File: src/rtl/program_loader.sv
// Program download sequencer: freezes the CPU at an instruction boundary, streams
// LEN bytes into RAM addresses 0..LEN-1, then pulses the CPU reset.
module program_loader #(
    parameter int ADDR_W      = 4,
    parameter int DATA_W      = 8,
    parameter int LEN         = 16,
    parameter int GAP_TIMEOUT = 1024,
    parameter int RST_CYCLES  = 4
) (
    input  logic              clk,
    input  logic              rst,
    input  logic              start,
    input  logic              in_valid,
    input  logic [DATA_W-1:0] in_data,
    output logic              in_ready,
    output logic              cpu_hold,
    input  logic              cpu_idle,
    output logic              cpu_rst,
    output logic              ram_we,
    output logic [ADDR_W-1:0] ram_addr,
    output logic [DATA_W-1:0] ram_wdata,
    output logic              busy,
    output logic              done,
    output logic              error
);

    localparam int GAP_W  = $clog2(GAP_TIMEOUT);
    localparam int RCNT_W = (RST_CYCLES > 1) ? $clog2(RST_CYCLES) : 1;

    localparam logic [ADDR_W-1:0] LAST_ADDR = ADDR_W'(LEN - 1);
    localparam logic [GAP_W-1:0]  GAP_LAST  = GAP_W'(GAP_TIMEOUT - 1);
    localparam logic [RCNT_W-1:0] RST_LAST  = RCNT_W'(RST_CYCLES - 1);

    typedef enum logic [2:0] {
        IDLE,
        HOLD,
        LOAD,
        WRITE,
        CPURST,
        DONE,
        ABORT
    } state_t;

    state_t              state, state_d;
    logic [ADDR_W-1:0]   addr, addr_d;
    logic [GAP_W-1:0]    gap, gap_d;
    logic [RCNT_W-1:0]   rst_cnt, rst_cnt_d;
    logic [DATA_W-1:0]   byte_q, byte_d;

    always_ff @(posedge clk) begin
        if (rst) begin
            state   <= IDLE;
            addr    <= '0;
            gap     <= '0;
            rst_cnt <= '0;
            byte_q  <= '0;
        end else begin
            state   <= state_d;
            addr    <= addr_d;
            gap     <= gap_d;
            rst_cnt <= rst_cnt_d;
            byte_q  <= byte_d;
        end
    end

    // Outputs depend only on the registered state, never directly on inputs.
    always_comb begin
        state_d   = state;
        addr_d    = addr;
        gap_d     = gap;
        rst_cnt_d = rst_cnt;
        byte_d    = byte_q;
        in_ready  = 1'b0;
        cpu_hold  = 1'b0;
        cpu_rst   = 1'b0;
        ram_we    = 1'b0;
        busy      = 1'b0;
        done      = 1'b0;
        error     = 1'b0;

        case (state)
            IDLE: begin
                if (start) state_d = HOLD;
            end
            HOLD: begin
                busy     = 1'b1;
                cpu_hold = 1'b1;
                if (cpu_idle) begin
                    state_d = LOAD;
                    addr_d  = '0;
                    gap_d   = '0;
                end
            end
            LOAD: begin
                busy     = 1'b1;
                cpu_hold = 1'b1;
                in_ready = 1'b1;
                // A byte arriving in the final timeout cycle is still accepted.
                if (in_valid) begin
                    byte_d  = in_data;
                    gap_d   = '0;
                    state_d = WRITE;
                end else if (gap == GAP_LAST) begin
                    state_d = ABORT;
                end else begin
                    gap_d = gap + GAP_W'(1);
                end
            end
            WRITE: begin
                busy     = 1'b1;
                cpu_hold = 1'b1;
                ram_we   = 1'b1;
                if (addr == LAST_ADDR) begin
                    rst_cnt_d = '0;
                    state_d   = CPURST;
                end else begin
                    addr_d  = addr + ADDR_W'(1);
                    state_d = LOAD;
                end
            end
            CPURST: begin
                busy     = 1'b1;
                cpu_hold = 1'b1;
                cpu_rst  = 1'b1;
                if (rst_cnt == RST_LAST) state_d = DONE;
                else                     rst_cnt_d = rst_cnt + RCNT_W'(1);
            end
            DONE: begin
                busy    = 1'b1;
                done    = 1'b1;
                state_d = IDLE;
            end
            ABORT: begin
                busy    = 1'b1;
                error   = 1'b1;
                state_d = IDLE;
            end
            default: state_d = IDLE;
        endcase
    end

    assign ram_addr  = addr;
    assign ram_wdata = byte_q;

endmodule

File: config.mk
export PLATFORM = sky130hd
export DESIGN_NAME = program_loader
export DESIGN_NICKNAME = d
export VERILOG_FILES = /design/src/rtl/program_loader.sv
export SDC_FILE = /design/constraint.sdc
export NUM_CORES = 1
export LEC_CHECK = 0
export BUFFER_PORTS_ARGS = -buffer_cell sky130_fd_sc_hd__buf_2
export CAP_MARGIN = 0
export CORE_MARGIN = 2
export CORE_UTILIZATION = 35
export DETAILED_ROUTE_END_ITERATION = 10
export RECOVER_POWER = 100
export SLEW_MARGIN = 20
export SYNTH_ARGS = -nofsm -noshare
export SYNTH_HDL_FRONTEND = slang
export SYNTH_SLANG_ARGS = --single-unit
File: constraint.sdc
create_clock -name clk -period 4.1 [get_ports clk]
set_input_delay 0.82 -clock clk [delete_from_list [all_inputs] [get_ports clk]]
set_output_delay 0.82 -clock clk [all_outputs]
set_load 0.02 [all_outputs]
==> results of run 1 <==
## worst max path at each step
stage                                startpoint                   to  slack [ps]  depth (start not counted)
after floorplan           state[2]$_SDFFE_PP0P_              cpu_rst        1980                          3
after global placement                 in_valid  gap[7]$_SDFFE_PP0P_        1890                          4
after detailed placement               cpu_idle  gap[8]$_SDFFE_PP0P_        1800                          5
after CTS                 state[1]$_SDFFE_PP0P_             in_ready        1720                          2
after global routing      state[1]$_SDFFE_PP0P_             in_ready        1490                          2
final                     state[1]$_SDFFE_PP0P_             in_ready        1690                          2
## per-layer routing
metal | global-route usage | part of all wire
met5 | 0 | 0
met4 | 0.01531 | 0.0024
met3 | 0.02534 | 0.035
met2 | 0.2388 | 0.47
met1 | 0.2054 | 0.49
## metrics by stage
| step | util | worst slack (ps) |
|---|---|---|
| finish | 0.4198 | 1687 |
| global route | 0.4198 | 1489 |
| CTS | 0.4278 | 1724 |
| detailed placement | 0.4154 | 1802 |
| global placement | 0.4154 | 1885 |
| floorplan | - | 1977 |
## where the power goes
group          total (W)  switching, W  internal [W]  leakage (nW)
Sequential      0.000290     0.0000185      0.000271         0.218
Clock           0.000151     0.0000828     0.0000680        0.0255
Combinational   0.000114     0.0000720     0.0000421         0.320
## state kept, by name, indices dropped and copies added, names as in the netlist
| name | cells |
|---|---|
| rst_cnt | 2 |
| ram_wdata | 8 |
| state | 3 |
| gap | 10 |
| ram_addr | 4 |
## cell type report
cell class / count / area, um2 / share of cell area
clock buffer: 3 / 41.29 / 0.02627
clock inverter: 1 / 5.005 / 0.003185
inverter: 3 / 11.26 / 0.007166
multi-input combinational: 118 / 782.0 / 0.4976
sequential: 27 / 540.5 / 0.3439
tap: 48 / 60.06 / 0.03822
timing repair buffer: 31 / 131.4 / 0.08360
## synth_stat cells, drive strengths merged (2+ instances only)
| cell type | number |
|---|---|
| a2111oi | 2 |
| a211oi | 7 |
| a21o | 2 |
| a21oi | 8 |
| a311oi | 2 |
| a31oi | 5 |
| and2 | 2 |
| and3 | 7 |
| and4 | 4 |
| buf | 5 |
| clkbuf | 7 |
| dfxtp | 27 |
| ha | 3 |
| inv | 3 |
| mux2i | 13 |
| nand2 | 6 |
| nand3 | 3 |
| nand3b | 2 |
| nor2 | 22 |
| nor2b | 2 |
| nor3 | 6 |
| o21ai | 2 |
| o31ai | 2 |
| or3 | 3 |
## cell families after synthesis
group                      count (synthesis)  share of synthesized area
muxes                                     13                    0.09369
and+or+nand+nor                           66                     0.2613
xor gates and xnor gates                   1                   0.006307
AOI/OAI and AO/OA                         35                     0.1793
adders and majority gates                  3                    0.02703
DFF                                       27                     0.3892
buffers and inverters                     15                    0.04324
## worst max-delay path: stages, from the launching register on
cell and delay [ps]:
dfxtp_1 600, nor3b_1 450, clkbuf_1 280
==> impl_metrics.py, run 1 <==
metrics = {
    "drt": {
        "dr.pass1.iters": 4,
        "vias_per_cell": 5.455,
        "ant_nets": 0,
        "vias": 1260,
        "wl_mm": 2.937,
        "drc_errors": 0,
        "drt_iter0_markers": 87,
        "wire_per_inst_um": 12.71,
    },
    "floorplanning": {
        "initial_core_util": 0.3710,
        "die_h_um": 66.99,
        "core_mm2": 0.003744,
        "ios": 32,
        "die_x_um": 66.99,
        "rows": 22,
        "die_area_mm2": 0.004488,
    },
    "sta": {
        "fmax_ghz": 0.4145,
        "report.final.setup_viol": 0,
        "fin_crit_ps": 2413,
        "fin_skew_ps": 5.016,
        "hold_viol_final": 0,
        "tightest_slew_ps": 1100,
        "drv_slew": 0,
        "maxSlewHeadroom": 0.2474,
        "holdWs_ps": 498.1,
        "period_share": 0.5885,
        "tns_ps": 0,
        "rsz0062_at_grt": "no",
    },
    "worst_hold_path": {
        "whs_path_depth": 2,
        "worstHoldStart": "ram_wdata[6]$_SDFFE_PP0P_",
        "min_path_type": "register to register",
        "min_to": "ram_wdata[6]$_SDFFE_PP0P_",
    },
    "synthesis": {
        "synth_nets": 176,
        "synthFlopType": "dfxtp_1",
        "postSynthCellCount": 160,
        "async_flop_share": 0,
        "synth-edff-count": 0,
        "yosys_warnings": 0,
        "synthTopCellsByArea": "dfxtp_1 (39%), mux2i_1 (9.4%), nor2_1 (5.9%)",
        "ys_seq_area_frac": 0.3892,
        "avgSynthCellArea_um2": 8.680,
        "synth_cell_types": 43,
        "synthDominantCellAreaShare": 0.3892,
        "ys_ff_latch": 27,
        "synth_top_area_cell": "dfxtp_1",
        "syn_area_mm2": 0.001389,
    },
    "setup_path": {
        "r2r_end": "ram_addr[3]$_SDFFE_PP0P_",
        "r2r_cells": 5,
        "required_ps": 3280,
        "setup.worst_path.start_class": "register",
        "path_max_fanout": 16,
        "rr_startpoint": "ram_addr[0]$_SDFFE_PP0P_",
        "arrival_ps": 1590,
        "endpoint_kind": "output pin",
        "critical_path_class": "register to output pin",
        "r2r_slack_ps": 1760,
    },
    "final_layout": {
        "area_growth_pct": 13.15,
        "diodes": 0,
        "final_area_mm2": 0.001572,
        "drive_gt1_frac": 0.09290,
        "final_common_cell": "dfxtp_1",
        "nets": 200,
        "fill_cells": 407,
        "layout_common_cells": "dfxtp_1 (27), nor2_1 (22), clkbuf_1 (19), mux2i_1 (13), buf_2 (12)",
        "fin_cells": 231,
    },
    "clock_tree": {
        "cts_tree": "built",
        "htree_num_levels": 1,
        "cts_resized": 0,
        "cts-hold-fix-buffers": 0,
        "clk_pin_slew_worst_paths_ps": 100,
        "cts-root-buf": "clkbuf_8",
        "cts_buffers": 3,
        "clk_latency_ps": 270,
        "clk_path_buf_depth": 2,
        "post-cts-setup-buffers": 0,
        "clkSinkCount": 27,
    },
    "global_route": {
        "grt_pass1_vias": 1168,
        "grt.total_usage": 0.1455,
        "grt_overflow": 0,
        "grt_pass1_wl_mm": 5.202,
        "grt_max_degree": 29,
        "antenna_found_initial": 0,
    },
    "place": {
        "io_buffers": 31,
        "hpwlAfterDp_mm": 2.161,
        "gp_congestion": 0.8264,
        "place_inst": 227,
        "place_area_mm2": 0.001555,
    },
    "power_and_ir_drop": {
        "p_per_area_mw_per_mm2": 352.9,
        "peakVddDrop_uv": 147.5,
        "leakage_nw": 0.5636,
        "p_total_w": 0.0005546,
    },
    "status": {
        "status": "completed",
    },
    "flow_run": {
        "cap_viol_max_count": 0,
    },
}
(Power assumes the default switching activity.)
==> inputs of run 2 (changes only) <==
ABC_AREA = 1   (was not set)
clock period = 2.2 ns   (was 4.1 ns; I/O delays follow)
==> run 2 against run 1 <==
  * Via count up 10%
  * Area after synthesis grew 6.5%
  * Clock power rose by 89%
  * Combinational power grew to 5.6 times the previous value
  * Critical path type unchanged
  * Global-route usage down 0.62 points
  * Largest power group is now combinational cells
  * Critical endpoint is now ram_we
  * Highest routed layer unchanged
==> impl_metrics.py, run 2 <==
metrics = {
    "final_layout": {
        "final_common_cell": "nand2_1",
        "max_flop_register": "gap",
        "area_growth_pct": 13.96,
        "drive_gt1_frac": 0.1116,
        "layout_common_cells": "nand2_1 (44), nor2_1 (38), inv_1 (32), dfxtp_1 (27)",
        "diodes": 0,
        "final_area_mm2": 0.001685,
        "final_core_util": 0.4183,
        "nets": 268,
        "largest_reg_flops": 10,
    },
    "drt": {
        "dr_wl_met2_mm": 1.487,
        "drt_iter0_markers": 88,
        "top_layer": "met4",
        "ant_nets": 0,
        "wl_met3_um": 88,
        "vias_per_cell": 4.621,
        "drc_errors": 0,
        "dr.pass1.iters": 4,
        "vias": 1391,
        "wl_mm": 3.244,
        "drt-met1-wl_mm": 1.653,
        "wire_per_inst_um": 10.78,
    },
    "clock_tree": {
        "post-cts-setup-buffers": 0,
        "clk_latency_ps": 270,
        "cts-root-buf": "clkbuf_8",
        "cts_resized": 0,
        "htree_num_levels": 1,
        "clk_pin_slew_worst_paths_ps": 100,
        "cts_tree": "built",
        "cts_buffers": 3,
        "clk_path_buf_depth": 2,
        "clkSinkCount": 27,
        "cts-hold-fix-buffers": 0,
    },
    "power_and_ir_drop": {
        "leakage_nw": 0.7802,
        "peakVddDrop_uv": 451.7,
        "p_total_w": 0.001572,
        "p_per_area_mw_per_mm2": 932.5,
    },
    "setup_path": {
        "r2r_end": "state[0]$_SDFFE_PP0P_",
        "endpoint_kind": "output pin",
        "r2r_slack_ps": 480,
        "setup.worst_path.start_class": "register",
        "path_max_fanout": 6,
        "critical_path_class": "register to output pin",
        "r2r_cells": 7,
        "arrival_ps": 1470,
        "required_ps": 1760,
        "rr_startpoint": "state[2]$_SDFFE_PP0P_",
    },
    "synthesis": {
        "synth_top_area_cell": "dfxtp_1",
        "synth_most_common_cell": "nand2_1",
        "syn_area_mm2": 0.001479,
        "synthDominantCellAreaShare": 0.3655,
        "avgSynthCellArea_um2": 6.815,
        "ys_seq_area_frac": 0.3655,
        "async_flop_share": 0,
        "synth_nets": 233,
        "yosys_warnings": 0,
        "postSynthCellCount": 217,
        "synth-edff-count": 0,
        "ys_ff_latch": 27,
        "synth_cell_types": 25,
        "synthTopCellsByArea": "dfxtp_1 (37%), nand2_1 (11%), nor2_1 (8.9%)",
        "synthFlopType": "dfxtp_1",
        "ys_top_cells_by_count": "nand2_1 (42), nor2_1 (35), inv_1 (30)",
    },
    "sta": {
        "hold_viol_final": 0,
        "fmax_ghz": 0.5231,
        "maxSlewHeadroom": 0.6376,
        "fin_skew_ps": 4.394,
        "drv_slew": 0,
        "period_share": 0.8690,
        "fin_crit_ps": 1912,
        "tightest_slew_ps": 539.4,
        "rsz0062_at_grt": "no",
        "tns_ps": 0,
        "setup_slack_ps": 288.3,
        "report.final.setup_viol": 0,
    },
    "floorplanning": {
        "die_h_um": 69.01,
        "ios": 32,
        "initial_core_util": 0.3671,
        "die_x_um": 69.01,
        "rows": 23,
        "die_area_mm2": 0.004762,
        "core_mm2": 0.004029,
    },
    "worst_hold_path": {
        "min_path_type": "primary input to register",
        "worstHoldStart": "in_data[7]",
        "whs_path_depth": 3,
        "min_to": "ram_wdata[7]$_SDFFE_PP0P_",
    },
    "status": {
        "status": "completed",
    },
    "flow_run": {
        "cap_viol_max_count": 0,
    },
    "global_route": {
        "grt_pass1_vias": 1282,
        "grt_pass1_wl_mm": 5.644,
        "antenna_found_initial": 0,
        "grt_max_degree": 16,
        "grt.total_usage": 0.1392,
        "grt_overflow": 0,
    },
    "place": {
        "place_area_mm2": 0.001689,
        "io_buffers": 31,
        "gp_congestion": 0.8940,
        "hpwlAfterDp_mm": 2.502,
        "post-place-ws_ps": 676.2,
    },
}
-- run 2: cell type report --
class                   count  area (um2)
repair buffers             32       140.1
inverters                  33       123.9
well taps                  50       62.56
flip-flops and latches     27       540.5
fillers                   460        2344
clock inverters             1       5.005
clock buffers               3       41.29
multi-input cells         155       772.0
-- run 2: kinds of logic after synthesis --
family,share of synthesized area
and+or+nand+nor,0.3917
buffers and inverters,0.09391
AOI/OAI and AO/OA,0.1235
DFF,0.3655
adders and majority gates,0.02538
-- run 2: per-stage QoR --
stage               instances  hold WS (ps)
floorplan                 217         452.8
global placement          297         466.1
detailed placement        297         475.3
CTS                       301         380.3
global route              301         381.5
finish                    301         385.9
-- run 2: report_power, final --
group	total [W]	switching, W	leakage, nW	internal, W
clock	0.000285	0.000158	0.0255	0.000127
sequential	0.000643	0.0000720	0.219	0.000571
combinational	0.000644	0.000452	0.536	0.000192
-- run 2: critical path, stage by stage, from the launching register on --
cell and delay, ps:
dfxtp_1 470, nand2_1 160, nor2_1 300, clkbuf_1 270
-- run 2: per-layer routing --
| metal | GRT usage | vias up |
|---|---|---|
| met5 | 0 | - |
| met4 | 0.03268 | 0 |
| met1 | 0.1896 | 608 |
| li1 | - | 759 |
| met3 | 0.01754 | 2 |
| met2 | 0.2340 | 22 |
-- run 2: worst max path at each step --
stage / from / end
after global routing: state[1]$_SDFFE_PP0P_ / ram_we
after CTS: state[1]$_SDFFE_PP0P_ / cpu_rst
final: state[1]$_SDFFE_PP0P_ / ram_we
after detailed placement: gap[0]$_SDFFE_PP0P_ / gap[0]$_SDFFE_PP0P_
after floorplan: state[2]$_SDFFE_PP0P_ / done
after global placement: gap[0]$_SDFFE_PP0P_ / gap[0]$_SDFFE_PP0P_
==> inputs of run 3 (changes only) <==
==> constraint.sdc (replaced) <==
create_clock -name clk -period 2.2 [get_ports clk]
set_input_delay 0.22 -clock clk [delete_from_list [all_inputs] [get_ports clk]]
set_output_delay 0.22 -clock clk [all_outputs]
set_load 0.02 [all_outputs]
==> run 3 against run 2 <==
  * Register-to-register slack improved by 60 ps
  * Die area unchanged
  * Combinational power decreased by 0.8%
  * Clock-buffer cell count unchanged
  * Sequential share of layout area increased by 0.072 points
  * Sequential cell count unchanged
  * Via count increased by 0.43%
  * Largest power group is now sequential cells
  * Critical path depth increased by 4
  * Clock power increased by 3%
==> impl_metrics.py, run 3 (synthesis gave the netlist of run 2 again) <==
metrics = {
    "clock_tree": {
        "post-cts-setup-buffers": 0,
        "cts-root-buf": "clkbuf_8",
        "cts_tree": "built",
        "clk_path_buf_depth": 2,
        "cts-hold-fix-buffers": 0,
        "clkSinkCount": 27,
        "clk_latency_ps": 280,
        "cts_buffers": 3,
        "htree_num_levels": 1,
        "clk_pin_slew_worst_paths_ps": 100,
        "cts_resized": 0,
    },
    "power_and_ir_drop": {
        "leakage_nw": 0.7761,
        "combPwrFrac": 0.406,
        "clkPwrFrac": 0.186,
        "p_seq_frac": 0.408,
        "swShare": 0.4334,
        "p_switching_w": 0.0006821,
        "peakVddDrop_uv": 435.6,
        "p_per_area_mw_per_mm2": 936.1,
        "intPower_w": 0.0008919,
    },
    "sta": {
        "period_share": 0.7526,
        "tns_ps": 0,
        "hold_viol_final": 0,
        "drv_slew": 0,
        "fin_skew_ps": 4.845,
        "fmax_ghz": 0.6040,
        "rsz0062_at_grt": "no",
        "fin_crit_ps": 1656,
        "report.final.setup_viol": 0,
        "setup_slack_ps": 544.4,
        "maxSlewHeadroom": 0.6386,
        "tightest_slew_ps": 538.0,
    },
    "place": {
        "hpwlAfterDp_mm": 2.410,
        "post-place-ws_ps": 724.6,
        "io_buffers": 31,
        "place_area_mm2": 0.001682,
        "gp_congestion": 0.8084,
    },
    "setup_path": {
        "critical_path_class": "register to register",
        "rr_startpoint": "state[2]$_SDFFE_PP0P_",
        "setup.worst_path.start_class": "register",
        "required_ps": 2410,
        "arrival_ps": 1870,
        "endpoint_kind": "register",
        "startpoint": "state[2]$_SDFFE_PP0P_",
        "path_max_fanout": 9,
    },
    "floorplanning": {
        "die_x_um": 69.01,
        "die_area_mm2": 0.004762,
        "rows": 23,
        "initial_core_util": 0.3671,
        "ios": 32,
        "die_h_um": 69.01,
        "core_mm2": 0.004029,
    },
    "status": {
        "status": "completed",
    },
    "final_layout": {
        "drive_gt1_frac": 0.1160,
        "final_common_cell": "nand2_1",
        "max_flop_register": "gap",
        "area_growth_pct": 13.71,
        "layout_common_cells": "nand2_1 (44), nor2_1 (38), inv_1 (31), dfxtp_1 (27)",
        "nets": 267,
        "diodes": 0,
        "final_area_mm2": 0.001682,
        "largest_reg_flops": 10,
        "fill_cells": 448,
        "seq_area_um2": 540.5,
        "multi_input_area_um2": 772.0,
    },
    "worst_hold_path": {
        "min_path_type": "primary input to register",
        "worstHoldStart": "in_data[2]",
    },
    "global_route": {
        "grt_overflow": 0,
        "grt_max_degree": 20,
        "grt.total_usage": 0.1377,
        "antenna_found_initial": 0,
        "grt_pass1_wl_mm": 5.547,
        "grt_pass1_vias": 1263,
    },
    "drt": {
        "vias_per_cell": 4.657,
        "drc_errors": 0,
        "drt_iter0_markers": 63,
        "dr.pass1.iters": 4,
        "ant_nets": 0,
        "wire_per_inst_um": 10.42,
        "wl_mm": 3.127,
        "vias": 1397,
    },
    "flow_run": {
        "cap_viol_max_count": 0,
    },
}
==> run 3: cell count changes in the layout (fill, tap and decap cells not counted) <==
cell,change
inv_2,+1
clkinv_2,-1
buf_2,+1
clkbuf_1,-1
inv_1,-1
clkinvlp_4,+1
buf_4,-1
==> run 3: power by group through the flow <==
stage          registers [W]  logic [W]  clock network [W]
2_1_floorplan       0.000705   0.000460                  0
3_3_place_gp        0.000654   0.000693                  0
3_5_place_dp        0.000654   0.000698                  0
4_1_cts             0.000644   0.000699           0.000307
5_1_grt             0.000656   0.000732           0.000329
6_report            0.000642   0.000639           0.000293
==> run 3: through the flow <==
step	std cells	total power, W	util	hold WS, ps
2_1_floorplan	217	0.001164	-	354.9
3_3_place_gp	296	0.001347	0.4174	444.6
3_5_place_dp	296	0.001352	0.4174	448.4
4_1_cts	300	0.001650	0.4295	153.7
5_1_grt	300	0.001717	0.4174	151.5
6_report	300	0.001574	0.4174	159.1
==> run 3: final timing paths <==
check,end,slack [ps],cells past startpoint
worst min register to register,gap[8]$_SDFFE_PP0P_,490,2
worst min-delay path,ram_wdata[2]$_SDFFE_PP0P_,160,3
worst max-delay path,state[0]$_SDFFE_PP0P_,540,7
worst max register to register,state[0]$_SDFFE_PP0P_,540,7
==> run 3: per-layer routing <==
layer / track usage / routed length, um / up-vias
met4: 0.03268 / 29 / 0
met3: 0.02632 / 154 / 4
met2: 0.2190 / 1384 / 36
met1: 0.1923 / 1560 / 599
li1: - / - / 758
met5: 0 / 0 / -
==> run 3: layout make-up <==
class / count / share of cell area
flip-flops and latches: 27 / 0.3214
clock inverters: 1 / 0.004464
clock buffers: 3 / 0.02455
inverters: 33 / 0.07366
repair buffers: 31 / 0.07961
well taps: 50 / 0.03720
multi-input cells: 155 / 0.4591
==> run 3: critical path, stage by stage (launching register included) <==
cell     delay [ps]
dfxtp_1         370
inv_1           170
nand3_4         130
nor2_1          420
inv_2           170
o21ai_0         120
nand3_1          90
a21oi_1         130
